**config.mk**
```make
export PLATFORM = sky130hd
export DESIGN_NAME = rnd_sched
export DESIGN_NICKNAME = d
export VERILOG_FILES = /design/src/rtl/rnd_pkg.sv /design/src/rtl/rept.sv /design/src/rtl/rnd_rr_arb.sv /design/src/rtl/rnd_sched.sv
export SDC_FILE = /design/constraint.sdc
export NUM_CORES = 1
export LEC_CHECK = 0
export CORE_ASPECT_RATIO = 0.6
export CORE_MARGIN = 1.5
export CORE_UTILIZATION = 47
export CTS_CLUSTER_SIZE = 28
export DETAILED_ROUTE_END_ITERATION = 16
export PLACE_DENSITY = 0.86
export SLEW_MARGIN = 20
export SYNTH_ARGS = -nofsm -noshare
export SYNTH_HDL_FRONTEND = slang
export SYNTH_SLANG_ARGS = --single-unit
export TNS_END_PERCENT = 1
```
**constraint.sdc**
```tcl
create_clock -name clk -period 2.25 [get_ports clk]
set_input_delay 0.225 -clock clk [delete_from_list [all_inputs] [get_ports clk]]
set_output_delay 0.225 -clock clk [all_outputs]
set_load 0.01 [all_outputs]
```
**src/rtl/rnd_pkg.sv**
```systemverilog
// Shared types and widths for the rounding-compression scheduler.
package rnd_pkg;
  localparam int FN_W  = 128;
  localparam int F1_W  = 55;
  localparam int TAG_W = 4;
  localparam int ID_W  = 1;

  typedef struct packed {
    logic [FN_W-1:0]  fn;
    logic             db;
    logic [ID_W-1:0]  id;
    logic [TAG_W-1:0] tag;
  } rnd_req_t;

  typedef struct packed {
    logic [F1_W-1:0]  f1;
    logic [ID_W-1:0]  id;
    logic [TAG_W-1:0] tag;
  } rnd_res_t;
endpackage

```
**src/rtl/rept.sv**
```systemverilog
// Pre-round compression: keep the leading significand bits for the selected
// precision and fold everything below into a single sticky bit.
module rept (
  input  logic [127:0] fn,
  input  logic         db,
  output logic [54:0]  f1
);
  always_comb begin
    if (db) f1 = {fn[127:74], |fn[73:0]};
    else    f1 = {fn[127:103], |fn[102:0], 29'd0};
  end
endmodule

```
**src/rtl/rnd_rr_arb.sv**
```systemverilog
// NREQ-way round-robin grant; pointer moves past the winner on every grant.
module rnd_rr_arb #(
  parameter int NREQ = 2
) (
  input  logic            clk,
  input  logic            rst,
  input  logic            en,
  input  logic [NREQ-1:0] req,
  output logic [NREQ-1:0] gnt
);
  localparam int PW = (NREQ > 1) ? $clog2(NREQ) : 1;

  logic [PW-1:0] ptr, ptr_nxt;
  logic          found;
  int            idx;

  always_comb begin
    gnt     = '0;
    ptr_nxt = ptr;
    found   = 1'b0;
    idx     = 0;
    if (en) begin
      for (int off = 0; off < NREQ; off++) begin
        idx = (int'(ptr) + off) % NREQ;
        if (!found && req[idx]) begin
          found    = 1'b1;
          gnt[idx] = 1'b1;
          ptr_nxt  = PW'((idx + 1) % NREQ);
        end
      end
    end
  end

  always_ff @(posedge clk) begin
    if (rst) ptr <= '0;
    else     ptr <= ptr_nxt;
  end
endmodule

```
**src/rtl/rnd_sched.sv**
```systemverilog
// Round-robin scheduler sharing one rept unit between the adder and multiplier
// paths through a 2-stage stallable pipeline (S1 input reg, S2 result reg).
module rnd_sched
  import rnd_pkg::*;
#(
  parameter int NREQ   = 2,
  parameter int TAGW   = TAG_W,
  parameter int MAXOUT = 2
) (
  input  logic                 clk,
  input  logic                 rst,
  input  logic                 flush,
  input  logic [NREQ-1:0]      req_valid,
  output logic [NREQ-1:0]      req_ready,
  input  logic [NREQ*FN_W-1:0] req_fn,
  input  logic [NREQ-1:0]      req_db,
  input  logic [NREQ*TAGW-1:0] req_tag,
  output logic                 out_valid,
  input  logic                 out_ready,
  output logic [F1_W-1:0]      out_f1,
  output logic                 out_id,
  output logic [TAGW-1:0]      out_tag,
  output logic                 busy
);
  localparam int STAGES = 2;
  localparam int CW     = $clog2(MAXOUT + 1);
  localparam logic [CW-1:0] MAXC = CW'(MAXOUT);

  logic [STAGES:1]          vld_pipe;
  rnd_req_t                 s1, sel;
  rnd_res_t                 s2;
  logic [F1_W-1:0]          f1;
  logic [NREQ-1:0]          elig, gnt;
  logic [NREQ-1:0][CW-1:0]  credit;
  logic                     drain, s2_take, s1_free, arb_en, accept;

  assign drain   = vld_pipe[2] & out_ready;
  assign s2_take = !vld_pipe[2] | out_ready;
  assign s1_free = !vld_pipe[1] | s2_take;
  assign arb_en  = s1_free & !flush & !rst;
  assign accept  = |gnt;

  for (genvar i = 0; i < NREQ; i++) begin : g_elig
    assign elig[i] = req_valid[i] && (credit[i] < MAXC);
  end

  rnd_rr_arb #(.NREQ(NREQ)) u_arb (
    .clk (clk),
    .rst (rst),
    .en  (arb_en),
    .req (elig),
    .gnt (gnt)
  );

  always_comb begin
    sel = '0;
    for (int i = 0; i < NREQ; i++) begin
      if (gnt[i]) begin
        sel.fn  = req_fn[FN_W*i +: FN_W];
        sel.db  = req_db[i];
        sel.id  = ID_W'(i);
        sel.tag = req_tag[TAGW*i +: TAGW];
      end
    end
  end

  rept u_rept (
    .fn (s1.fn),
    .db (s1.db),
    .f1 (f1)
  );

  // A drain coinciding with flush still completes downstream; its credit is
  // simply wiped along with the rest.
  always_ff @(posedge clk) begin
    if (rst || flush) begin
      credit <= '0;
    end else begin
      for (int i = 0; i < NREQ; i++) begin
        if (gnt[i] && !(drain && s2.id == ID_W'(i)))
          credit[i] <= credit[i] + 1'b1;
        else if (!gnt[i] && drain && s2.id == ID_W'(i))
          credit[i] <= credit[i] - 1'b1;
      end
    end
  end

  always_ff @(posedge clk) begin
    if (rst) begin
      vld_pipe <= '0;
      s1       <= '0;
      s2       <= '0;
    end else begin
      if (flush) begin
        vld_pipe <= '0;
      end else begin
        if (s2_take) vld_pipe[2] <= vld_pipe[1];
        if (accept)       vld_pipe[1] <= 1'b1;
        else if (s2_take) vld_pipe[1] <= 1'b0;
      end
      if (accept) s1 <= sel;
      if (s2_take && vld_pipe[1]) s2 <= '{f1: f1, id: s1.id, tag: s1.tag};
    end
  end

  assign req_ready = gnt;
  assign out_valid = vld_pipe[2];
  assign out_f1    = s2.f1;
  assign out_id    = s2.id;
  assign out_tag   = s2.tag;
  assign busy      = |vld_pipe;

  a_no_underflow: assert property (@(posedge clk) disable iff (rst)
    drain |-> credit[s2.id] != '0);
endmodule

```
==> impl_results.md, run 1 <==
- Number of synthesized flops with an enable pin: 0
- Final ANT Viol Nets: 0
- Slew @ Worst Pin: 0.831 ns
- Asr flop ratio synth: 0%
- Period utilization: 96.5%
- Final Core Density: 71.5%
- Peak VDD IR: 0.394 mV
- Mapped Cells: 1083
- Vias in the first global route: 8690
- Placed inst area: 11700 um^2
- Yosys top cell by area: dfxtp_1
- #FFs+latches synth: 201
- Count leader, synth: a21oi_1
- Via density: 5.68
- Met3 usage: 7.33%
- Total number of vias: 9129
- Largest net degree at the start of global routing: 129
- MaxCap Viol Count: 0
- Post-synth cell types: 37
- Required time of the worst setup path: 2.03 ns
- GRT Overall Usage: 29.6%
- Row Count: 37
- Layout cell share with drive strength beyond 1: 4.15%
- Adder-Cell Fraction of Synth Area: 0%
- Die H: 106 um
- Post-route setup TNS: 0 ns
- First-pass GRT wire length: 44.2 mm
- Top cells by count, synth: a21oi_1 (313), nand2_1 (223), dfxtp_1 (201)
- Slew margin rel.: 44.6%
- Largest cells by area after synthesis: dfxtp_1 (49%), a21oi_1 (19%), nand2_1 (10%), o21ai_0 (6.8%), buf_2 (2.2%)
- Mean Syn Cell Area: 7.66 um^2
- TritonCTS clock tree: done
- HPWL Detailed: 19.5 mm
- Synth Warn #: 0
- Crit path max fanout: 4
- Num CTS Buffers: 19
- Min Tclk post-route: 2.17 ns
- Synthesized Nets: 1355
- Area Growth Syn to Fin: 48.5%
- Worst setup EP type: output port
- CTS Root Cell: clkbuf_16
- Leak: 4.20 nW
- Number of instances in the placed design: 1576
- Outcome: finished clean
- Sequential fraction of the synthesis area: 48.5%
- Critical setup path kind: flip-flop to output port
- Fin Hold WS: 0.145 ns
- Most used DFF post-synth: dfxtp_1
- Final Cell Area: 12300 um^2
- Clock skew: 0.0141 ns
- Post-Synth XOR/XNOR Area: 0.422%
- Worst-Skew Late Latency: 0.48 ns
- Routed WL: 28.6 mm
- DRT iter0 DRCs: 875
- Post-synthesis mux area share: 0.241%
- Die Span X: 175 um
- Post-synth top area share: 48.5%
- Fin. Hold Viols: 0
- Gpl congestion: 0.869
- Compound-cell area share of the yosys netlist: 28.6%
- Hold/Removal Path Class: input pin to flip-flop
- H-tree depth: 1
- Synthesized cell area: 8290 um^2
- GR Util met1: 38.2%
- Layout Nets: 1636
- Die ar.: 18500 um^2
- Sink Count: 201
- CTS clk-pin slew, worst paths: 0.07 ns
- Gr ovfl total: 0
- GR Util met2: 48.6%
- Slew Limit Fails: 0
- Drc violations: 0
- Largest family of logic cells by synthesized area: compound AO/OA/AOI/OAI gates
- IO Count: 336
- Final setup viols: 0
- Starting Density: 48.2%
- Synth Area in Simple Gates: 16.2%
- CTS Buffer Depth: 3
- Fin cells: 1608
- Core Area: 17200 um^2
- I/O Buffers: 335
- RSZ-0062 raised after global routing: false
- Initial antenna violation count: 1
- Max Fclk: 0.460 GHz
- WL/cell: 17.8 um
- Startpoint Class: flip-flop
- Pwr dens: 658 nW/um^2
- GRT Max-Usage Layer: met2
- Critical Path AT: 1.95 ns
- DRT Pass-1 Iters: 5
==> worst paths after layout <==
kind	startpoint	end	slack (ns)	cells after the start
hold / removal	rst	credit[3]$_SDFFE_PP0P_	0.14	4
hold reg to reg	s1[109]$_SDFFE_PP0P_	out_f1[30]$_SDFFE_PP0P_	0.45	2
setup reg to reg	s1[60]$_SDFFE_PP0P_	out_f1[0]$_SDFFE_PP0P_	0.39	4
setup / recovery	credit[3]$_SDFFE_PP0P_	req_ready[1]	0.08	4
==> power breakdown <==
part	leakage (nW)	switching (mW)	total (mW)	internal (mW)
logic	2.28	0.482	1.11	0.629
registers	1.64	0.100	3.81	3.71
clock network	0.284	1.33	3.18	1.85
total	4.20	1.91	8.10	6.19
==> timing repair <==
item,in CTS,in global routing
hold buffers,0,0
endpoints found under the setup margin,1,1
gates resized for setup,0,2
pin swaps,1,1
setup buffers,1,0
==> per-stage QoR <==
step                      setup WS [ns]  total power [mW]
after floorplan                   0.819              4.33
after global placement           0.0866              4.96
after detailed placement         0.0821              4.98
after CTS                        0.0703              8.13
after global routing             0.0112              8.42
final                            0.0781              8.10
==> kinds of logic (layout without fill, tap and decap cells) <==
| kind of cell | after synthesis | count (layout) |
|---|---|---|
| AOI/OAI and AO/OA | 464 | 464 |
| and+or+nand+nor | 311 | 311 |
| DFF | 201 | 201 |
| buffers and inverters | 101 | 391 |
| xor gates and xnor gates | 4 | 4 |
| muxes | 2 | 2 |
| other | 0 | 1 |
==> registers in the layout, indices dropped and copies added, names as in the netlist <==
register / flops
out_id: 1
u_arb.ptr: 1
credit: 4
s1: 134
out_f1: 55
out_tag: 4
vld_pipe: 2
==> metal layers <==
layer,vias to the layer above,share of wire [%]
met1,4243,40
met5,-,0
met2,477,46
li1,4337,-
met4,0,3.3
met3,72,10
==> cell usage in the layout (no fill, tap or decap), types with 2 or more instances in the layout <==
master           count
o21ai_1             21
dfxtp_1            201
o21ai_0            113
nand3_1             32
a31oi_1              2
nor3_1               3
buf_4               15
nand3b_1             2
a21oi_1            313
buf_12               6
or2_2                2
clkbuf_1             6
nor2_1               7
clkdlybuf4s50_1    334
xor2_1               2
nand2b_1             2
o211ai_1             2
mux2i_1              2
xnor2_1              2
nand4_1              7
inv_4                2
bufinv_16            2
a22oi_1              8
clkbuf_16           19
nand2_1            222
inv_1                2
nor4_1              25
clkbuf_8             2
==> worst max-delay path, cell delays in order (launching register included) <==
cell,delay (ns)
dfxtp_1,0.34
nor2b_1,0.24
o2111ai_4,0.21
inv_4,0.11
clkdlybuf4s50_1,0.58
==> area by class of cell <==
cell class | instances | area [um^2]
clock buffers | 27 | 526
inverters | 5 | 25.0
repair buffers | 356 | 3580
well taps | 234 | 293
diodes | 1 | 2.50
clock inverters | 3 | 67.6
multi-input cells | 781 | 3800
fillers | 1354 | 4910
flip-flops and latches | 201 | 4020
No activity file was read; power rests on OpenSTA's default activity.
==> run 2, diff against run 1 <==
--- a/config.mk
+++ b/config.mk
@@ -6,7 +6,7 @@
 export NUM_CORES = 1
 export LEC_CHECK = 0
 export CORE_ASPECT_RATIO = 0.6
-export CORE_MARGIN = 1.5
+export CORE_MARGIN = 2
 export CORE_UTILIZATION = 47
 export CTS_CLUSTER_SIZE = 28
 export DETAILED_ROUTE_END_ITERATION = 16
==> run 2 against run 1 <==
- die area grew 1.5%
- routed wire length shrank 0.23%
- highest routed layer unchanged
- largest cell class unchanged
- via count grew 0.39%
- combinational power is essentially flat
- non-clock buffer count is the same
- worst setup slack gained 0.028 ns
==> impl_results.md, run 2 (synthesis results as in run 1) <==
- Die ar.: 18800 um^2 (+1.5%)
- TritonCTS clock tree: done
- Min Tclk post-route: 2.14 ns (-0.0283 ns)
- Placed inst area: 11700 um^2 (unchanged)
- CTS Root Cell: clkbuf_16
- Crit path max fanout: 5 (+1)
- Vias in the first global route: 8549 (-1.6%)
- Post-CTS Hold Fix Bufs: 0 (unchanged)
- Final setup viols: 0 (unchanged)
- Post-route setup TNS: 0 ns (unchanged)
- Final Cell Area: 12300 um^2 (about the same)
- Starting Density: 48.2% (unchanged)
- CP max-delay cell: clkdlybuf4s50_1
- Peak VDD IR: 0.437 mV (+11%)
- H-tree depth: 1 (unchanged)
- Layout cell share with drive strength beyond 1: 4.51% (+0.36 points)
- Drc violations: 0 (unchanged)
- MaxCap Viol Count: 0 (unchanged)
- Gpl congestion: 0.923 (+6.1%)
- Row Count: 37 (unchanged)
- HPWL Detailed: 19.5 mm (about the same)
- Final ANT Viol Nets: 0 (unchanged)
- Die Span X: 176 um (+0.57%)
- First-pass GRT wire length: 43.7 mm (-1.1%)
- Total number of vias: 9165 (+0.39%)
- Routed WL: 28.5 mm (-0.23%)
- Fin cells: 1609 (+0.062%)
- Critical Path AT: 1.92 ns (-0.03 ns)
- Sink Count: 201 (unchanged)
- Startpoint Class: flip-flop
- Core Area: 17200 um^2 (unchanged)
- Largest net degree at the start of global routing: 129 (unchanged)
- I/O Buffers: 335 (unchanged)
- Top reg by flops: s1
- Worst-Skew Late Latency: 0.49 ns (about the same)
- Final Core Density: 71.6% (about the same)
- Cell chain of the critical path: nand2b_1 -> o2111ai_4 -> inv_4 -> clkdlybuf4s50_1
- Diode count: 0 (-1)
- DRT iter0 DRCs: 898 (+2.6%)
- Slew @ Worst Pin: 0.868 ns (+0.0364 ns)
- CP peak stage delay: 0.57 ns (about the same)
- Leak: 4.21 nW (+0.18%)
- Most frequent cells in the layout: clkdlybuf4s50_1 (333), a21oi_1 (313), nand2_1 (222)
- DRT Pass-1 Iters: 6 (+1)
- Num CTS Buffers: 19 (unchanged)
- Final WS setup: 0.106 ns (+0.0283 ns)
- Hold/Removal Path Class: input pin to flip-flop
- RSZ-0062 raised after global routing: false
- Slew Limit Fails: 0 (unchanged)
- CTS clk-pin slew, worst paths: 0.06 ns (about the same)
- Overall Power: 8.14 mW (+0.48%)
- Required time of the worst setup path: 2.03 ns (about the same)
- Clock skew: 0.0121 ns (-0.00201 ns)
- Fin. Hold Viols: 0 (unchanged)
- IO Count: 336 (unchanged)
- Dpl ws: 0.0327 ns (-0.0494 ns)
- Max Fclk: 0.467 GHz (+1.3%)
- Max FFs per register: 134 (unchanged)
- WL/cell: 17.7 um (-0.29%)
- Slew margin rel.: 41.9% (-2.7 points)
- Number of instances in the placed design: 1576 (unchanged)
- Period utilization: 95.3% (-1.3 points)
- Outcome: finished clean
- CTS Buffer Depth: 3 (unchanged)
- Worst setup EP type: output port
- Critical setup path kind: flip-flop to output port
- Gr ovfl total: 0 (unchanged)
- Area Growth Syn to Fin: 48.6% (about the same)
- Fin Hold WS: 0.120 ns (-0.0241 ns)
- GRT Overall Usage: 28.8% (-0.77 points)
- Layout Nets: 1636 (unchanged)
- Initial antenna violation count: 0 (-1)
- Pwr dens: 660 nW/um^2 (+0.40%)
- Commonest non-fill, non-tap cell in the layout: clkdlybuf4s50_1
- Die H: 107 um (+0.94%)
- Via density: 5.70 (+0.33%)
[run 2: cell count changes in the layout (fill, tap and decap cells not counted), sizes merged]
cell,delta
clkinv,+3
clkbuf,-2
clkdlybuf4s50,-1
diode,-1
dlymetal6s2s,+1
inv,+1
[run 2: power breakdown]
group | switching [mW] | internal (mW)
registers | 0.0999 | 3.71
logic | 0.483 | 0.628
clock network | 1.36 | 1.86
[run 2: worst paths after layout]
check,depth (start not counted),slack (ns),from,endpoint
setup / recovery,4,0.11,credit[1]$_SDFFE_PP0P_,req_ready[1]
hold / removal,4,0.12,rst,credit[3]$_SDFFE_PP0P_
setup reg to reg,6,0.28,credit[1]$_SDFFE_PP0P_,s1[77]$_SDFFE_PP0P_
hold reg to reg,2,0.45,out_f1[13]$_SDFFE_PP0P_,out_f1[13]$_SDFFE_PP0P_
[run 2: area by class of cell]
type / count / area [um^2]
clock buffers: 25 / 518
multi-input cells: 781 / 3790
fillers: 1387 / 4900
flip-flops and latches: 201 / 4020
repair buffers: 356 / 3580
inverters: 5 / 25.0
clock inverters: 7 / 91.3
well taps: 234 / 293
[run 2: layer usage]
metal  track usage (%)  part of all wire, %  wire [um]
met1              37.2                   40      11400
met2              48.3                   47      13400
met3              6.21                  9.6       2750
met4              9.39                  3.3        930
met5                 0                    0          0
[run 2: worst max-delay path: cells and delay by family (launching register included)]
family / cells / cell delay, ns
compound gates: 1 / 0.16
buf+inv: 2 / 0.68
flops: 1 / 0.41
simple gates: 1 / 0.18
[run 2: what timing repair did]
action | CTS | global route
pin swaps | 1 | 1
setup endpoints to repair | 1 | 2
gates cloned | 0 | 0
setup buffers | 1 | 0
gates resized for setup | 0 | 3
==> run 3, diff against run 2 <==
--- a/config.mk
+++ b/config.mk
@@ -7,10 +7,11 @@
 export LEC_CHECK = 0
 export CORE_ASPECT_RATIO = 0.6
 export CORE_MARGIN = 2
-export CORE_UTILIZATION = 47
+export CORE_UTILIZATION = 40
+export CTS_BUF_LIST = sky130_fd_sc_hd__clkbuf_16
 export CTS_CLUSTER_SIZE = 28
 export DETAILED_ROUTE_END_ITERATION = 16
-export PLACE_DENSITY = 0.86
+export PLACE_DENSITY = 0.75
 export SLEW_MARGIN = 20
 export SYNTH_ARGS = -nofsm -noshare
 export SYNTH_HDL_FRONTEND = slang
==> run 3 against run 2 <==
- routed wire length rose by 4.0%
- sequential share of layout area decreased by 0.39 points
- worst hold slack better by 0.046 ns
- final cell count up 2.7%
- critical endpoint is now req_ready[0]
- highest routed layer is now met5
==> impl_results.md, run 3 (synthesis results as in run 1) <==
- Reg2reg setup slack: 0.28 ns (about the same)
- DRT iter0 DRCs: 509 (-43%)
- Max Fclk: 0.458 GHz (-1.7%)
- Layout fillers: 1759 (+27%)
- Crit path max fanout: 5 (unchanged)
- Worst setup EP type: output port
- Slew @ Worst Pin: 0.792 ns (-0.0761 ns)
- Most frequent cells in the layout: clkdlybuf4s50_1 (334), a21oi_1 (313), nand2_1 (222)
- I/O Buffers: 335 (unchanged)
- Slew margin rel.: 47.0% (+5.1 points)
- Reg-to-Reg Start: s1[38]$_SDFFE_PP0P_
- Hold/Removal Path Class: input pin to flip-flop
- Num CTS Buffers: 20 (+1)
- Worst Hold Launch: rst
- GRT Overall Usage: 26.1% (-2.7 points)
- Gr ovfl total: 0 (unchanged)
- Diode count: 0 (unchanged)
- Largest net degree at the start of global routing: 77 (-40%)
- Overall Power: 8.22 mW (+0.94%)
- Pwr dens: 659 nW/um^2 (-0.27%)
- IO Count: 336 (unchanged)
- Post-route setup TNS: 0 ns (unchanged)
- Drc violations: 0 (unchanged)
- Core Area: 20200 um^2 (+17%)
- First-pass GRT wire length: 45.9 mm (+5.1%)
- TritonCTS clock tree: done
- Via density: 5.49 (-3.5%)
- Dpl ws: 0.162 ns (+0.130 ns)
- H-tree depth: 1 (unchanged)
- Outcome: finished clean
- Crit path launch: credit[1]$_SDFFE_PP0P_
- Die ar.: 21900 um^2 (+17%)
- WL/cell: 17.9 um (+1.2%)
- Routed WL: 29.6 mm (+4.0%)
- MaxCap Viol Count: 0 (unchanged)
- Post-CTS Repair Setup Buffers: 0 (-1)
- Final Core Density: 61.8% (-9.7 points)
- Top reg by flops: s1
- Required time of the worst setup path: 2.03 ns (about the same)
- Final setup viols: 0 (unchanged)
- Commonest non-fill, non-tap cell in the layout: clkdlybuf4s50_1
- Critical Path AT: 1.96 ns (+0.04 ns)
- Fin Hold WS: 0.166 ns (+0.0457 ns)
- Leak: 4.25 nW (+0.90%)
- Vias in the first global route: 8582 (+0.39%)
- CTS Buffer Depth: 3 (unchanged)
- Slew Limit Fails: 0 (unchanged)
- Period utilization: 96.9% (+1.7 points)
- Critical setup path kind: flip-flop to output port
- Row Count: 40 (+8.1%)
- Layout cell share with drive strength beyond 1: 4.42% (-0.089 points)
- Sink Count: 201 (unchanged)
- HPWL Detailed: 20.8 mm (+6.7%)
- CTS clk-pin slew, worst paths: 0.07 ns (about the same)
- RSZ-0062 raised after global routing: false
- Max FFs per register: 134 (unchanged)
- Number of instances in the placed design: 1619 (+2.7%)
- Starting Density: 41.1% (-7.0 points)
- Worst-Skew Late Latency: 0.48 ns (about the same)
- Clock skew: 0.00822 ns (-0.00386 ns)
- Die Span X: 190 um (+8.2%)
- Min Tclk post-route: 2.18 ns (+0.0375 ns)
- DRT Pass-1 Iters: 5 (-1)
- Total number of vias: 9082 (-0.91%)
- Fin cells: 1653 (+2.7%)
- Peak VDD IR: 0.428 mV (-2.0%)
- Die H: 116 um (+8.1%)
- Startpoint Class: flip-flop
- Area Growth Syn to Fin: 50.4%
- Final ANT Viol Nets: 0 (unchanged)
- Final WS setup: 0.0689 ns (-0.0375 ns)
- Gpl congestion: 0.835 (-9.5%)
- Placed inst area: 11800 um^2 (+1.2%)
- Layout Nets: 1640 (+0.24%)
- CTS Root Cell: clkbuf_16
- Fin. Hold Viols: 0 (unchanged)
- Initial antenna violation count: 1 (+1)
- Final Cell Area: 12500 um^2 (+1.2%)
## run 3: timing repair
item	CTS	global route
resized for setup	0	1
hold buffers	0	0
setup endpoints to repair	0	1
## run 3: final cells by class
type	count	area, um^2	share of cell area, %
clock buffers	21	526	4.21
clock inverters	13	104	0.833
inverters	5	25.0	0.201
multi-input cells	781	3790	30.4
flip-flops and latches	201	4020	32.3
well taps	273	342	2.74
repair buffers	359	3670	29.4
## run 3: report_power, final
group	switching, mW	total, mW	internal (mW)
clock network	1.37	3.27	1.90
registers	0.104	3.82	3.71
logic	0.486	1.13	0.640
## run 3: final timing paths
check,to,cells past startpoint
setup / recovery,req_ready[0],4
setup reg to reg,out_f1[0]$_SDFFE_PP0P_,5
hold / removal,s1[36]$_SDFFE_PP0P_,2
hold reg to reg,s1[133]$_SDFFE_PP0P_,2
## run 3: per-layer routing
metal	vias to the layer above	wire, um	track usage [%]
met3	44	2760	5.48
met2	436	13400	42.5
met4	2	611	5.74
met5	-	13	0
li1	4354	-	-
met1	4246	12800	36.0
## run 3: critical path: stages, from the launching register on
cell and delay (ns):
dfxtp_1 0.35, nor2b_1 0.21, nand4_1 0.20, inv_4 0.14, clkdlybuf4s50_1 0.58
